<file path="src/rtl/udma_external_per_stream_adapter.sv">
// Width adapter between the uDMA 32-bit channels and the 8-bit external peripheral core.
// TX unpacks little-endian words into bytes; RX packs bytes back into zero-extended words.
module udma_external_per_stream_adapter #(
  parameter int DATA_WIDTH = 32,
  parameter int BYTE_WIDTH = 8
) (
  input  logic                  clk_i,
  input  logic                  rstn_i,
  input  logic [1:0]            cfg_tx_datasize_i,
  input  logic [1:0]            cfg_rx_datasize_i,
  input  logic                  cfg_tx_clr_i,
  input  logic                  cfg_rx_clr_i,
  input  logic [DATA_WIDTH-1:0] data_tx_i,
  input  logic                  data_tx_valid_i,
  output logic                  data_tx_ready_o,
  output logic [BYTE_WIDTH-1:0] ext_tx_data_o,
  output logic                  ext_tx_valid_o,
  input  logic                  ext_tx_ready_i,
  input  logic [BYTE_WIDTH-1:0] ext_rx_data_i,
  input  logic                  ext_rx_valid_i,
  output logic                  ext_rx_ready_o,
  output logic [DATA_WIDTH-1:0] data_rx_o,
  output logic [1:0]            data_rx_datasize_o,
  output logic                  data_rx_valid_o,
  input  logic                  data_rx_ready_i,
  output logic                  tx_busy_o,
  output logic                  rx_busy_o
);

  typedef enum logic {TX_IDLE, TX_SHIFT} tx_state_t;
  typedef enum logic {RX_ACC, RX_OUT} rx_state_t;

  // Index of the last byte of a beat; size code 11 behaves like a full word.
  function automatic logic [1:0] last_idx(input logic [1:0] size);
    case (size)
      2'b00:   last_idx = 2'd0;
      2'b01:   last_idx = 2'd1;
      default: last_idx = 2'd3;
    endcase
  endfunction

  tx_state_t             tx_state;
  logic [DATA_WIDTH-1:0] tx_word;
  logic [1:0]            tx_last;
  logic [1:0]            tx_idx;
  logic [1:0]            tx_idx_inc;
  logic [DATA_WIDTH-1:0] tx_shifted;

  assign tx_idx_inc = tx_idx + 2'd1;
  assign tx_shifted = tx_word >> {tx_idx_inc, 3'b000};

  always_ff @(posedge clk_i or negedge rstn_i) begin
    if (!rstn_i) begin
      tx_state        <= TX_IDLE;
      tx_word         <= '0;
      tx_last         <= '0;
      tx_idx          <= '0;
      data_tx_ready_o <= 1'b1;
      ext_tx_valid_o  <= 1'b0;
      ext_tx_data_o   <= '0;
      tx_busy_o       <= 1'b0;
    end else if (cfg_tx_clr_i) begin
      tx_state        <= TX_IDLE;
      tx_word         <= '0;
      tx_last         <= '0;
      tx_idx          <= '0;
      data_tx_ready_o <= 1'b1;
      ext_tx_valid_o  <= 1'b0;
      ext_tx_data_o   <= '0;
      tx_busy_o       <= 1'b0;
    end else begin
      case (tx_state)
        TX_IDLE: begin
          if (data_tx_valid_i && data_tx_ready_o) begin
            tx_state        <= TX_SHIFT;
            tx_word         <= data_tx_i;
            tx_last         <= last_idx(cfg_tx_datasize_i);
            tx_idx          <= '0;
            ext_tx_data_o   <= data_tx_i[BYTE_WIDTH-1:0];
            ext_tx_valid_o  <= 1'b1;
            data_tx_ready_o <= 1'b0;
            tx_busy_o       <= 1'b1;
          end
        end
        TX_SHIFT: begin
          if (ext_tx_ready_i) begin
            if (tx_idx == tx_last) begin
              tx_state        <= TX_IDLE;
              ext_tx_valid_o  <= 1'b0;
              data_tx_ready_o <= 1'b1;
              tx_busy_o       <= 1'b0;
            end else begin
              tx_idx        <= tx_idx_inc;
              ext_tx_data_o <= tx_shifted[BYTE_WIDTH-1:0];
            end
          end
        end
        default: tx_state <= TX_IDLE;
      endcase
    end
  end

  rx_state_t             rx_state;
  logic [DATA_WIDTH-1:0] rx_hold;
  logic [2:0]            rx_cnt;
  logic [1:0]            rx_last;
  logic [1:0]            rx_last_eff;
  logic                  rx_byte_last;
  logic [DATA_WIDTH-1:0] rx_byte_ext;

  // The first byte of a word samples the size live; later bytes use the latched one.
  assign rx_last_eff  = (rx_cnt == 3'd0) ? last_idx(cfg_rx_datasize_i) : rx_last;
  assign rx_byte_last = (rx_cnt[1:0] == rx_last_eff);
  assign rx_byte_ext  = {{(DATA_WIDTH-BYTE_WIDTH){1'b0}}, ext_rx_data_i};
  assign data_rx_o    = rx_hold;
  assign rx_busy_o    = (rx_cnt != 3'd0);

  always_ff @(posedge clk_i or negedge rstn_i) begin
    if (!rstn_i) begin
      rx_state           <= RX_ACC;
      rx_hold            <= '0;
      rx_cnt             <= '0;
      rx_last            <= '0;
      data_rx_datasize_o <= 2'b10;
      data_rx_valid_o    <= 1'b0;
      ext_rx_ready_o     <= 1'b1;
    end else if (cfg_rx_clr_i) begin
      rx_state        <= RX_ACC;
      rx_hold         <= '0;
      rx_cnt          <= '0;
      data_rx_valid_o <= 1'b0;
      ext_rx_ready_o  <= 1'b1;
    end else begin
      case (rx_state)
        RX_ACC: begin
          if (ext_rx_valid_i && ext_rx_ready_o) begin
            rx_cnt <= rx_cnt + 3'd1;
            if (rx_cnt == 3'd0) begin
              rx_hold            <= rx_byte_ext;
              rx_last            <= last_idx(cfg_rx_datasize_i);
              data_rx_datasize_o <= cfg_rx_datasize_i;
            end else begin
              rx_hold <= rx_hold | (rx_byte_ext << {rx_cnt[1:0], 3'b000});
            end
            if (rx_byte_last) begin
              rx_state        <= RX_OUT;
              data_rx_valid_o <= 1'b1;
              ext_rx_ready_o  <= 1'b0;
            end
          end
        end
        RX_OUT: begin
          if (data_rx_ready_i) begin
            rx_state        <= RX_ACC;
            rx_cnt          <= '0;
            data_rx_valid_o <= 1'b0;
            ext_rx_ready_o  <= 1'b1;
          end
        end
        default: rx_state <= RX_ACC;
      endcase
    end
  end

endmodule

</file>
<file path="config.mk">
export PLATFORM = sky130hd
export DESIGN_NAME = udma_external_per_stream_adapter
export DESIGN_NICKNAME = d
export VERILOG_FILES = /design/src/rtl/udma_external_per_stream_adapter.sv
export SDC_FILE = /design/constraint.sdc
export NUM_CORES = 1
export LEC_CHECK = 0
export ABC_AREA = 1
export ABC_CLOCK_PERIOD_IN_PS = 2200
export CORE_MARGIN = 1.5
export CORE_UTILIZATION = 50
export DETAILED_ROUTE_END_ITERATION = 12
export PLACE_DENSITY = 0.88
export SYNTH_ARGS = -nofsm -noshare
export SYNTH_HDL_FRONTEND = slang
export SYNTH_SLANG_ARGS = --single-unit
</file>
<file path="constraint.sdc">
create_clock -name clk_i -period 2.2 [get_ports clk_i]
set_input_delay 0.44 -clock clk_i [delete_from_list [all_inputs] [get_ports clk_i]]
set_output_delay 0.44 -clock clk_i [all_outputs]
set_load 0.02 [all_outputs]
</file>
==> results of run 1 <==
-- synth_stat cells (3+ instances only) --
master / count / area (um2)
o21ai_2: 3 / 26.28
buf_2: 8 / 40.04
a21oi_1: 11 / 55.05
dfstp_2: 3 / 78.83
nand3_1: 18 / 90.09
o21ai_0: 51 / 255.2
nor3_1: 16 / 80.08
o211ai_1: 24 / 180.2
a31oi_1: 8 / 50.05
dfrtp_1: 86 / 2152
inv_1: 67 / 251.5
o31ai_1: 8 / 60.06
nor2_1: 10 / 37.54
a22o_1: 9 / 78.83
inv_2: 6 / 22.52
buf_4: 5 / 37.54
clkbuf_1: 9 / 33.78
o22ai_1: 23 / 143.9
nand2_1: 113 / 424.2
-- stage by stage --
step	total power [mW]	worst slack (ns)	util, %	cells	hold WS (ns)
5_1_grt	4.570	0.1081	68.01	703	0.07633
4_1_cts	4.350	0.02732	67.98	703	0.06683
2_1_floorplan	2.630	0.06790	-	490	0.1444
3_5_place_dp	3.151	0.1046	65.43	688	0.4561
3_3_place_gp	3.107	0.1724	65.43	688	0.4469
6_report	4.333	0.2015	68.01	703	0.04618
-- metal layers --
metal  part of all wire [%]  wire length (um)
met1                     39              4137
met2                     50              5255
met3                    8.6               905
met4                    2.3               245
met5                      0                 0
-- registers in the layout, indices dropped and copies added, names as in the netlist, 2 cells and up --
signal	flops
rx_last	2
data_rx_datasize_o	2
ext_tx_data_o	8
data_rx_o	32
rx_cnt	3
tx_idx	2
tx_word	32
tx_last	2
-- how the worst max path moves through the flow --
stage	to	start
floorplan	rx_busy_o	rx_cnt[0]
global placement	rx_last[1]	ext_rx_valid_i
detailed placement	data_rx_o[8]	ext_rx_valid_i
CTS	rx_busy_o	rx_cnt[0]
global route	data_rx_valid_o	rx_cnt[0]
finish	data_tx_ready_o	data_tx_ready_o
-- cell families (layout without fill, tap and decap cells) --
kind of cell	after synthesis	in the layout	share of synthesized area, %
adder cells (fa/ha/maj)	2	2	0.5957
flip-flops	89	89	53.11
AND/OR/NAND/NOR	161	161	15.76
AO/OA/AOI/OAI	138	138	20.61
buffers and inverters	98	206	9.503
XOR/XNOR	2	2	0.4171
-- final cells by class --
| class | count | area, um2 | area share [%] |
|---|---|---|---|
| flip-flops and latches | 89 | 2231 | 40.12 |
| multi-input cells | 303 | 1570 | 28.24 |
| repair buffers | 117 | 1139 | 20.48 |
| inverters | 74 | 280.3 | 5.041 |
| well taps | 105 | 131.4 | 2.363 |
| clock buffers | 10 | 127.6 | 2.295 |
| clock inverters | 5 | 81.33 | 1.463 |
-- power by group through the flow --
stage	sequential, mW	combinational, mW	clock (mW)
after detailed placement	1.96	1.19	0
after CTS	1.93	1.20	1.22
after global routing	1.95	1.33	1.29
after global placement	1.95	1.16	0
final	1.93	1.20	1.20
after floorplan	2.04	0.588	0
-- layout by cell type, fill, tap and decap left out, types with 2 or more instances in the layout --
| master | count |
|---|---|
| clkdlybuf4s50_1 | 97 |
| o21ai_2 | 3 |
| xor2_1 | 2 |
| a31oi_1 | 8 |
| ha_1 | 2 |
| nor2_1 | 10 |
| nor3_1 | 16 |
| o22ai_1 | 23 |
| inv_1 | 67 |
| clkbuf_8 | 9 |
| dfstp_2 | 3 |
| o21ai_0 | 51 |
| o211ai_1 | 24 |
| buf_4 | 18 |
| a22o_1 | 9 |
| a21oi_1 | 11 |
| o31ai_1 | 8 |
| nand2_1 | 113 |
| inv_2 | 6 |
| bufinv_16 | 2 |
| nand3_1 | 18 |
| dfrtp_1 | 86 |
-- repair_timing --
item / 4_1_cts / 5_1_grt
buffers inserted: 0 / 0
resized for setup: 0 / 1
setup endpoints to repair: 0 / 1
hold buffers: 0 / 0
==> flow_metrics.tcl, run 1 <==
set metrics [dict create \
    outcome "completed" \
    nNetsFinal 648 \
    ys.flop_type "dfrtp_1" \
    io_buffer_count 99 \
    min_period_over_period_pct 90.84 \
    ir_worst_vdd_mv 0.4255 \
    antenna_found_initial 0 \
    synth_edf_count 0 \
    critPathMaxStageDelay_ns 0.62 \
    rr_endpoint "data_rx_valid_o" \
    num_vias 3894 \
    drt_first_iter_violations 209 \
    fp.dieW_um 94.66 \
    internal-power_mw 2.937 \
    r2r_cells 13 \
    worst_pin_slew_ns 0.5289 \
    cts.sinks 89 \
    grt_pass1_wl_mm 17.67 \
    crit_path_cell_trace "clkdlybuf4s50_1" \
    track_usage_pct 25.56 \
    die_area_um2 8960 \
    drive_above_1_share_pct 8.361 \
    ys_ff_latch 89 \
    arrival_ns 1.56 \
    final_cell_area_um2 5560 \
    synth_seq_area_share_pct 53.11 \
    final.setup_skew_ns 0.01083 \
    cts_root_buf "clkbuf_8" \
    p_per_area_nw_per_um2 779.3 \
    cp_num_cells 1 \
    grt.busiest_layer "met2" \
    gr-total-overflow 0 \
    hpwlAfterDp_mm 7.647 \
    period_minus_slack_ns 1.998 \
    startpoint_type "flop" \
    netlist_instances 490 \
    async_reset_ff_share_pct 100.0 \
    power_frac_comb_pct 27.7 \
    grt_max_degree 41 \
    ioPinCount 100 \
    clockBufferDepth 2 \
    drv_cap 0 \
    crit_fanout 3 \
    hold_viol 0 \
    numCtsBuffers 9 \
    p_leak_nw 2.551 \
    dr.pass1.iters 5 \
    ys_warn_count 0 \
    syn_area_um2 4200 \
    h-tree-depth 3 \
    slew_headroom_pct 64.74 \
    drv_slew 0 \
    grt_setup_unrepaired "no" \
    clk_transition_reported_paths_ns 0.09 \
    cts_tree "done" \
    hold_class "input port to async pin" \
    critPathTopFamily "buffers and inverters" \
    coreArea_um2 8175 \
    endpoint_kind "primary output" \
    reg2reg_from "rx_cnt[0]" \
    gr-usage-met2_pct 43.63 \
    placed_cell_area_um2 5349 \
    syn_to_final_growth_pct 32.38 \
    clk_latency_ns 0.36 \
    fp.dieH_um 94.66 \
    wire_per_inst_um 15.00 \
    setup_violations 0 \
    grt_pass1_vias 3801 \
    synth_cell_type_count 28 \
    p_seq_share_pct 44.5 \
    nFillCells 642 \
    rrSetupSlack_ns 0.40 \
    cp.required_ns 1.76 \
    viasPerCell 5.539 \
    met3_usage_pct 5.717 \
    fmax_mhz 500.4 \
    gp_congestion 0.9004 \
    postRouteAntennaNets 0 \
    avgSynthCellArea_um2 8.572 \
    drc 0 \
    crit_type "flop to primary output" \
    netSwitchingPower_mw 1.396 \
    wl_mm 10.54 \
    p_sw_share_pct 32.22 \
    synth_nets 544 \
    critPathBufInv 1 \
    slowest_stage "clkdlybuf4s50_1" \
    start_util_pct 51.38 \
    num_rows 33 \
    grt_use_met1_pct 31.57 \
    clkPwrFrac_pct 27.8 \
    diodes 0 \
    fin_tns_setup_ns 0 \
]
Power figures use the tool's default switching activity.
==> inputs of run 2 (changes only) <==
- CORE_UTILIZATION: 50 -> 51
- CTS_CLUSTER_DIAMETER: not set -> 200
- DONT_BUFFER_PORTS: not set -> 1
- GPL_TIMING_DRIVEN: not set -> 0
- PLACE_DENSITY: 0.88 -> 0.74
==> flow_metrics.tcl, run 2 (synthesis results as in run 1) <==
set metrics [dict create \
    outcome "finished with violations" \
    violations "hold timing" \
    track_usage_pct 24.87 \
    met1_length_mm 4.196 \
    drt_first_iter_violations 207 \
    wire_per_inst_um 16.90 \
    slew_headroom_pct 67.62 \
    min_period_over_period_pct 95.94 \
    crit_fanout 10 \
    rrSetupSlack_ns 0.24 \
    final.setup_skew_ns 0.01100 \
    reg2reg_from "rx_cnt[1]" \
    p_sw_share_pct 32.84 \
    p_leak_nw 2.191 \
    diodes 0 \
    die_area_um2 8789 \
    detailedPlace.worstSlack_ns -0.3913 \
    num_rows 32 \
    viasPerCell 5.761 \
    startpoint_type "flop" \
    p_seq_share_pct 48.9 \
    endpoint_kind "primary output" \
    dp_cells 592 \
    hold_class "input port to async pin" \
    fin_tns_setup_ns 0 \
    clk_latency_ns 0.37 \
    syn_to_final_growth_pct 10.28 \
    nFillCells 696 \
    instances_no_fill 611 \
    fp.dieW_um 93.75 \
    period_minus_slack_ns 2.111 \
    io_buffer_count 0 \
    rr_endpoint "data_rx_valid_o" \
    fp.dieH_um 93.75 \
    drive_above_1_share_pct 10.81 \
    grt_pass1_vias 3548 \
    drc 0 \
    dr.pass1.iters 6 \
    final_cell_mix "112 x nand2_1, 85 x dfrtp_1, 67 x inv_1" \
    setup_violations 0 \
    r2r_cells 15 \
    worst_pin_slew_ns 0.4839 \
    cts.sinks 89 \
    crit_path_start "rx_cnt[1]" \
    netSwitchingPower_mw 1.375 \
    postRouteAntennaNets 0 \
    gp_congestion 0.8805 \
    wl_met3_um 889 \
    fin_ws_ns 0.08934 \
    grt_setup_unrepaired "no" \
    start_util_pct 53.52 \
    nNetsFinal 558 \
    wl_met2_mm 4.943 \
    drv_cap 0 \
    drv_slew 0 \
    internal-power_mw 2.811 \
    antenna_found_initial 0 \
    coreArea_um2 7848 \
    clk_transition_reported_paths_ns 0.10 \
    hold_viol 88 \
    cts_tree "done" \
    ioPinCount 100 \
    numCtsBuffers 9 \
    arrival_ns 1.67 \
    crit_type "flop to primary output" \
    cp.required_ns 1.76 \
    gr-total-overflow 0 \
    hpwlAfterDp_mm 7.224 \
    p_per_area_nw_per_um2 903.7 \
    routed.top_layer "met4" \
    ir_worst_vdd_mv 0.4591 \
    wl_mm 10.33 \
    h-tree-depth 3 \
    clkPwrFrac_pct 31.0 \
    holdWs_ns -0.2347 \
    num_vias 3520 \
    grt_max_degree 90 \
    fmax_mhz 473.8 \
    clockBufferDepth 2 \
    grt_pass1_wl_mm 16.80 \
    power_mw 4.186 \
    final_common_cell "nand2_1" \
    cts_root_buf "clkbuf_8" \
    power_frac_comb_pct 20.1 \
]
## run 2: changes by cell type in the layout (fill, tap and decap cells not counted), moves of 2 or more
cell and change:
buf_4 -9, clkbuf_1 +6, clkbuf_8 +3, clkbuf_4 +2
clkdlybuf4s50_1 -97, buf_2 +7
## run 2: power groups by stage
stage / combinational, mW / sequential [mW] / clock, mW
2_1_floorplan: 0.588 / 2.04 / 0
3_3_place_gp: 0.748 / 2.07 / 0
3_5_place_dp: 0.766 / 2.07 / 0
4_1_cts: 0.807 / 2.05 / 1.31
5_1_grt: 0.942 / 2.07 / 1.38
6_report: 0.843 / 2.05 / 1.30
## run 2: layer usage
| layer | global-route usage (%) | up-vias |
|---|---|---|
| met1 | 30.16 | 1688 |
| met4 | 12.44 | 0 |
| met3 | 7.282 | 20 |
| met5 | 0 | - |
| li1 | - | 1664 |
| met2 | 40.28 | 148 |
## run 2: what timing repair did
action	in CTS	in global routing
setup buffers	1	3
setup endpoints to repair	37	1
pin swaps	0	0
hold endpoints to repair	89	89
gates resized for setup	13	2
gates cloned	0	0
## run 2: worst max-delay path by stage
stage / endpoint / cells after the start / slack (ns)
2_1_floorplan: rx_busy_o / 6 / 0.07
3_3_place_gp: rx_busy_o / 6 / -0.42
3_5_place_dp: rx_busy_o / 6 / -0.39
4_1_cts: rx_busy_o / 5 / 0.008
5_1_grt: rx_busy_o / 6 / 0.02
6_report: rx_busy_o / 6 / 0.09
## run 2: critical path: stages, from the launching register on
cell and delay, ns:
dfrtp_1 0.39, clkbuf_4 0.22, inv_4 0.05, buf_6 0.14
ha_4 0.17, nand2_4 0.13, clkbuf_8 0.21
## run 2: cell type report
| type | count | area (um2) | share of cell area [%] |
|---|---|---|---|
| inverters | 74 | 282.8 | 6.105 |
| plain buffers | 23 | 138.9 | 2.998 |
| repair buffers | 4 | 30.03 | 0.6483 |
| clock buffers | 12 | 155.1 | 3.350 |
| flip-flops and latches | 89 | 2232 | 48.19 |
| clock inverters | 4 | 75.07 | 1.621 |
| well taps | 102 | 127.6 | 2.755 |
| multi-input cells | 303 | 1590 | 34.33 |
## run 2: through the flow
stage	util, %	cell area, um2
2_1_floorplan	-	4200
3_3_place_gp	55.15	4328
3_5_place_dp	55.15	4328
4_1_cts	58.58	4597
5_1_grt	59.02	4632
6_report	59.02	4632
